### config.mk
export PLATFORM = sky130hd
export DESIGN_NAME = serial_adder
export DESIGN_NICKNAME = d
export VERILOG_FILES = /design/src/rtl/serial_adder.sv
export SDC_FILE = /design/constraint.sdc
export NUM_CORES = 1
export LEC_CHECK = 0
export CORE_MARGIN = 2
export CORE_UTILIZATION = 55
export CTS_CLUSTER_DIAMETER = 150
export DETAILED_ROUTE_END_ITERATION = 12
export GPL_TIMING_DRIVEN = 0
export PLACE_DENSITY = 0.84
export RECOVER_POWER = 25
export SETUP_SLACK_MARGIN = 0.1
export SLEW_MARGIN = 20
export SYNTH_ARGS = -nofsm -noshare
export SYNTH_HDL_FRONTEND = slang
export SYNTH_HIERARCHICAL = 1
export SYNTH_SLANG_ARGS = --single-unit
export TNS_END_PERCENT = 1
### constraint.sdc
create_clock -name sa_clk -period 4.45 [get_ports sa_clk]
set_input_delay 0.6675 -clock sa_clk [delete_from_list [all_inputs] [get_ports sa_clk]]
set_output_delay 0.6675 -clock sa_clk [all_outputs]
set_load 0.02 [all_outputs]
### src/rtl/serial_adder.sv
// Bit-serial WIDTH-bit adder: operands are streamed LSB-first through one
// full-adder cell, with a carry flop closing the loop between bits.

module serial_adder_fa (
    input  logic a,
    input  logic b,
    input  logic cin,
    output logic sum,
    output logic cout
);
    assign sum  = a ^ b ^ cin;
    assign cout = (a & b) | (a & cin) | (b & cin);
endmodule

// Handshake: sa_start is a level request sampled only in IDLE (no queueing);
// sa_done is a one-cycle pulse with no backpressure, results held until the next one.
module serial_adder #(
    parameter int WIDTH = 8
) (
    input  logic             sa_clk,
    input  logic             sa_rst,
    input  logic             sa_start,
    input  logic [WIDTH-1:0] sa_port_a,
    input  logic [WIDTH-1:0] sa_port_b,
    input  logic             sa_cin,
    output logic             sa_busy,
    output logic             sa_done,
    output logic [WIDTH-1:0] sa_sum,
    output logic             sa_cout,
    output logic             sa_ovf,
    output logic [1:0]       sa_dbg_state
);
    localparam int CW = $clog2(WIDTH + 1);
    localparam logic [CW-1:0] LAST = CW'(WIDTH - 1);

    typedef enum logic [1:0] {
        IDLE  = 2'd0,
        SHIFT = 2'd1,
        DONE  = 2'd2
    } state_t;

    state_t state_q, state_d;

    logic [WIDTH-1:0] reg_a, reg_b, reg_s;
    logic [WIDTH-1:0] s_next;
    logic [CW-1:0]    cnt;
    logic             c;
    logic             fa_sum, fa_cout;
    logic             last;

    serial_adder_fa fa (
        .a    (reg_a[0]),
        .b    (reg_b[0]),
        .cin  (c),
        .sum  (fa_sum),
        .cout (fa_cout)
    );

    assign last   = (state_q == SHIFT) && (cnt == LAST);
    assign s_next = {fa_sum, reg_s[WIDTH-1:1]};

    always_ff @(posedge sa_clk or posedge sa_rst) begin
        if (sa_rst) state_q <= IDLE;
        else        state_q <= state_d;
    end

    always_comb begin
        state_d = state_q;
        case (state_q)
            IDLE:    if (sa_start) state_d = SHIFT;
            SHIFT:   if (last) state_d = DONE;
            DONE:    state_d = IDLE;
            default: state_d = IDLE;
        endcase
    end

    always_ff @(posedge sa_clk or posedge sa_rst) begin
        if (sa_rst) begin
            reg_a   <= '0;
            reg_b   <= '0;
            reg_s   <= '0;
            c       <= 1'b0;
            cnt     <= '0;
            sa_sum  <= '0;
            sa_cout <= 1'b0;
            sa_ovf  <= 1'b0;
        end else begin
            case (state_q)
                IDLE: begin
                    if (sa_start) begin
                        reg_a <= sa_port_a;
                        reg_b <= sa_port_b;
                        c     <= sa_cin;
                        cnt   <= '0;
                    end
                end
                SHIFT: begin
                    reg_s <= s_next;
                    reg_a <= reg_a >> 1;
                    reg_b <= reg_b >> 1;
                    c     <= fa_cout;
                    cnt   <= cnt + 1'b1;
                    // On the MSB, c still holds the carry into the sign bit.
                    if (last) begin
                        sa_sum  <= s_next;
                        sa_cout <= fa_cout;
                        sa_ovf  <= fa_cout ^ c;
                    end
                end
                default: ;
            endcase
        end
    end

    assign sa_busy      = (state_q == SHIFT);
    assign sa_done      = (state_q == DONE);
    assign sa_dbg_state = state_q;

endmodule

-- Yosys cells after proc, flatten, opt, wreduce, memory -nomap -nowiden
Cells that the tools add are included.
- flip-flop bits (word level): 41
- input port bits: 20
- bits in latches: 0
- RAM bits: 0
- output and inout port bits: 14
- bits in read-only memories: 0
- memories kept: 0
- bitwise logic cells: 8
- divide/modulo/power cells: 0
- reduce and logical (&&, ||, !) cells: 6
- magnitude comparators: 0
- eq/ne operators: 5
- add/sub/neg operators: 1
- mux-type cells: 11
- $mul: 0
- shift-type cells: 0
- operators by type and width (operator ; count):
    $pmux 8 s2 ; 2
    $mux 8 ; 2
    $pmux 4 s2 ; 1
    $reduce_and 2->1 ; 3
    $add 4x1->4 const B ; 1
    $eq 4x3->1 const B ; 1
    $mux 2 ; 2
    $mux 4 ; 1
    $pmux 2 s2 ; 1
    $and 1x1->1 ; 3
    $xor 1x1->1 ; 3
    $eq 2x1->1 const B ; 1
    $eq 2x2->1 const B ; 1
    $logic_not 2->1 ; 1
    $ne 2x1->1 const B ; 1
    $ne 2x2->1 const B ; 1
    $or 1x1->1 ; 2
    $pmux 1 s2 ; 1
    $reduce_bool 2->1 ; 1
    $logic_and 1x1->1 ; 1
    $mux 1 ; 1

-- Logic depth before layout (Yosys ltp)
- depth in word-level cells: 4
- gate-level depth with buffers: 6
- mapped depth without buffers: 4

-- Modules after synthesis
Netlist, hierarchy kept.
- modules (own cells, without submodules) (module ; cells each ; sequential area each (µm²) ; area an instance (µm²) ; times used):
    serial_adder ; 165 ; 1001.0 ; 1799.2 ; 1
    serial_adder_fa ; 1 ; 0.0 ; 20.0 ; 1

-- Worst setup path before layout
Ideal clock, no wire load.
- path kind: reg-to-output
- start point: register state_q[1], in the netlist sa_dbg_state[1]
- end point: output port sa_done
- path slack: 2.484 ns
- path buffers: 2
- stages on the path, launching flop included: 4
- arrival time: 1.298 ns
- path through: dfrtp_1 buf_2 clkbuf_1 nor2b_1
- word-level cells in the longest chain between the ends: 1
- RTL lines (item ; line ; RTL):
    from (decl) ; 42 ; state_t state_q, state_d;
    from (signal assigned) ; 64 ; else state_q <= state_d;
    $eq 2x2->1 ; 116 ; assign sa_done = (state_q == DONE);
    to (decl) ; 27 ; output logic sa_done,
Every way passes these cells.

-- Worst setup path after layout
Same ends and word-level chain as after synthesis.

==> impl_metrics.csv <==
group,metric,value,unit
status,outcome,"complete, but fails checks",
status,violations,"capacitance limit, slew limit",
synthesis,synth.largest_area_cell,"dfrtp_1",
global_route,grt_pass1_wl,6.50,mm
placement,gp_congestion,0.794,
synthesis,yosys_register_bits,40,
floorplanning,start_util,0.586,
power,power_density,669,nW/um^2
synthesis,syn_avg_cell_area,11.0,sq um
worst_setup_path,cp.required,3.78,ns
timing,drv_slew,32,
worst_setup_path,ff2ff_path_depth,5,
route,avgViaCountPerCell,5.56,
global_route,grt.met2_usage,0.356,
placement,post-dp-hpwl,2.79,mm
route,vias,1400,
synthesis,synth_common_cells,"dfrtp_1, nand2_1, o21ai_1",
worst_setup_path,cp-end-kind,"output port",
floorplanning,chipHeight,61.5,um
placement,io_buffers,33,
final_layout,drive_above_1_share,0.125,
clock_tree,insertion_delay,0.35,ns
timing,finalCritPeriodShare,0.639,
global_route,grt-busiest-layer,"met2",
timing,hold-worst-slack,0.500,ns
worst_hold_path,whs_endpoint,"reg_a[6]$_DFFE_PP0P_",
clock_tree,cts_tree,"done",
global_route,grt.total_usage,0.240,
synthesis,synth.most_common_cell,"dfrtp_1",
global_route,grt_remaining_overflow,0,
worst_hold_path,min_path_type,"reg -> reg",
global_route,met1_usage,0.343,
final_layout,antennaDiodeCount,0,
synthesis,seq_area_frac_synth,0.550,
route,wl_per_cell,15.6,um
clock_tree,cts_setup_buffers,0,
timing,rsz0062_at_grt,"no",
floorplanning,fp.dieW,61.5,um
final_layout,area_growth,24.8,%
floorplanning,io_pins,34,
route,drtPass1Iterations,4,
timing,fin_skew,0.00727,ns
global_route,grt_pass1_vias,1405,
timing,fmax,352,MHz
clock_tree,clk_pin_slew,0.11,ns
timing,period_minus_slack,2.84,ns
clock_tree,cts-resized-gates,0,
floorplanning,rows,20,
worst_hold_path,hp-start,"reg_a[6]$_DFFE_PP0P_",
synthesis,yosys-top-cells-area,"dfrtp_1, mux2_4, nand2_1",
synthesis,synth_cell_types,26,
timing,finalHoldViolCount,0,
timing,slew_headroom,-0.0765,
clock_tree,htree_levels,2,
worst_setup_path,cp_max_fo,10,
worst_hold_path,hold_depth,2,
worst_setup_path,reg2reg_from,"cnt[0]$_DFFE_PP0P_",
worst_setup_path,critPathLaunchType,"flop",
placement,dp.cells,244,
placement,placed_cell_area,2220,sq um
synthesis,synth_top_cell_area_share,0.550,
placement,dpl_worst_slack,2.02,ns
power,power_leakage,1.04,nW
flow_run,max_cap_violations,1,
route,drtAntennaViolNets,0,
global_route,antenna_found_initial,0,
floorplanning,dieArea,3780,sq um
synthesis,synth_ff_type,"dfrtp_1",
worst_setup_path,critPathKind,"reg -> out",
route,drc,0,
floorplanning,coreArea,3100,sq um
synthesis,synth_edf_count,0,
global_route,use_met3,0.0714,
final_layout,fin_cells,252,
clock_tree,numCtsBuffers,5,
timing,finalSetupViolCount,0,
synthesis,syn-instance-count,166,
clock_tree,cts.path.max_buffers,2,
route,drtIter0Drc,88,
route,drt-total-wl,3.92,mm
clock_tree,root_buffer,"clkbuf_4",
synthesis,yosys_warnings,6,
timing,final.setup.tns,0,ns
final_layout,final_area,2270,sq um
clock_tree,cts_hold_buf,0,
synthesis,syn_nets,188,
clock_tree,clock_sinks,40,
power,peakVddDrop,0.361,mV
synthesis,syn_area,1820,sq um
final_layout,fin_nets,229,
worst_setup_path,r2r_end,"sa_sum[5]$_DFFE_PP0P_",
worst_setup_path,cp.arrival,2.18,ns
synthesis,async_reset_ff_frac,1.00,
global_route,grt_max_degree,32,
timing,setup_slack,1.61,ns
timing,worstMarginPinSlew,1.61,ns
worst_setup_path,reg2reg_slack,2.86,ns
## worst max path at each step
stage                                      from                 end  slack [ns]  cells after the start
global placement    sa_dbg_state[1]$_DFFE_PP0P_             sa_done        2.03                      4
finish              sa_dbg_state[1]$_DFFE_PP0P_             sa_done        1.61                      4
CTS                 sa_dbg_state[1]$_DFFE_PP0P_             sa_done        1.61                      4
global route                             sa_rst  cnt[1]$_DFFE_PP0P_        1.48                      3
floorplan           sa_dbg_state[1]$_DFFE_PP0P_             sa_done        2.48                      3
detailed placement  sa_dbg_state[1]$_DFFE_PP0P_             sa_done        2.02                      4
## cell type report
class | count | area [sq um]
inverter | 2 | 10.0
buffer | 10 | 58.8
clock inverter | 2 | 10.0
fill | 244 | 833
sequential | 40 | 1000
tap | 44 | 55.1
timing repair buffer | 34 | 334
clock buffer | 6 | 51.3
multi-input combinational | 114 | 749
## critical path: stages (launching register included)
cell	delay, ns
dfrtp_1	0.39
buf_2	0.23
clkbuf_1	0.41
nor2b_1	0.19
clkdlybuf4s50_1	0.61
## per-layer routing
metal / wire [um] / part of all wire
met4: 34 / 0.0087
met3: 139 / 0.035
met2: 1950 / 0.50
met1: 1800 / 0.46
met5: 0 / 0
## sequential cells by signal (all words and copies together) (netlist names)
signal / cells
sa_dbg_state: 2
reg_s: 7
sa_sum: 8
sa_ovf: 1
cnt: 4
reg_a: 8
sa_cout: 1
reg_b: 8
c: 1
## where the power goes
group	internal (mW)	total, mW	switching (mW)
Sequential	0.512	0.630	0.119
Clock	0.0752	0.193	0.118
Combinational	0.334	0.695	0.361
## cells by family after synthesis
group           synth area share
simple gates               0.143
fa+ha+maj                 0.0179
buf+inv                   0.0378
compound gates             0.160
flops                      0.550
xor+xnor                 0.00482
mux                       0.0860
## layout by cell type (no fill, tap or decap), drive strengths merged
cell type       n
dfrtp          40
clkdlybuf4s50  32
nand2          29
o21ai          16
a21oi          14
nor2b          13
a22oi          12
mux2           10
clkbuf         10
buf             7
a22o            4
and3b           3
nand3           2
nand2b          2
clkinv          2
inv             2
and2b           1
o21bai          1
o311ai          1
xor2            1
nor3            1
mux2i           1
nor2            1
ha              1
fa              1
dlygate4sd3     1
## stage by stage
stage | total power, mW | utilization
2_1_floorplan | 1.08 | -
3_3_place_gp | 1.29 | 0.710
3_5_place_dp | 1.33 | 0.717
4_1_cts | 1.53 | 0.737
5_1_grt | 1.63 | 0.731
6_report | 1.52 | 0.731
(Power assumes the default switching activity.)
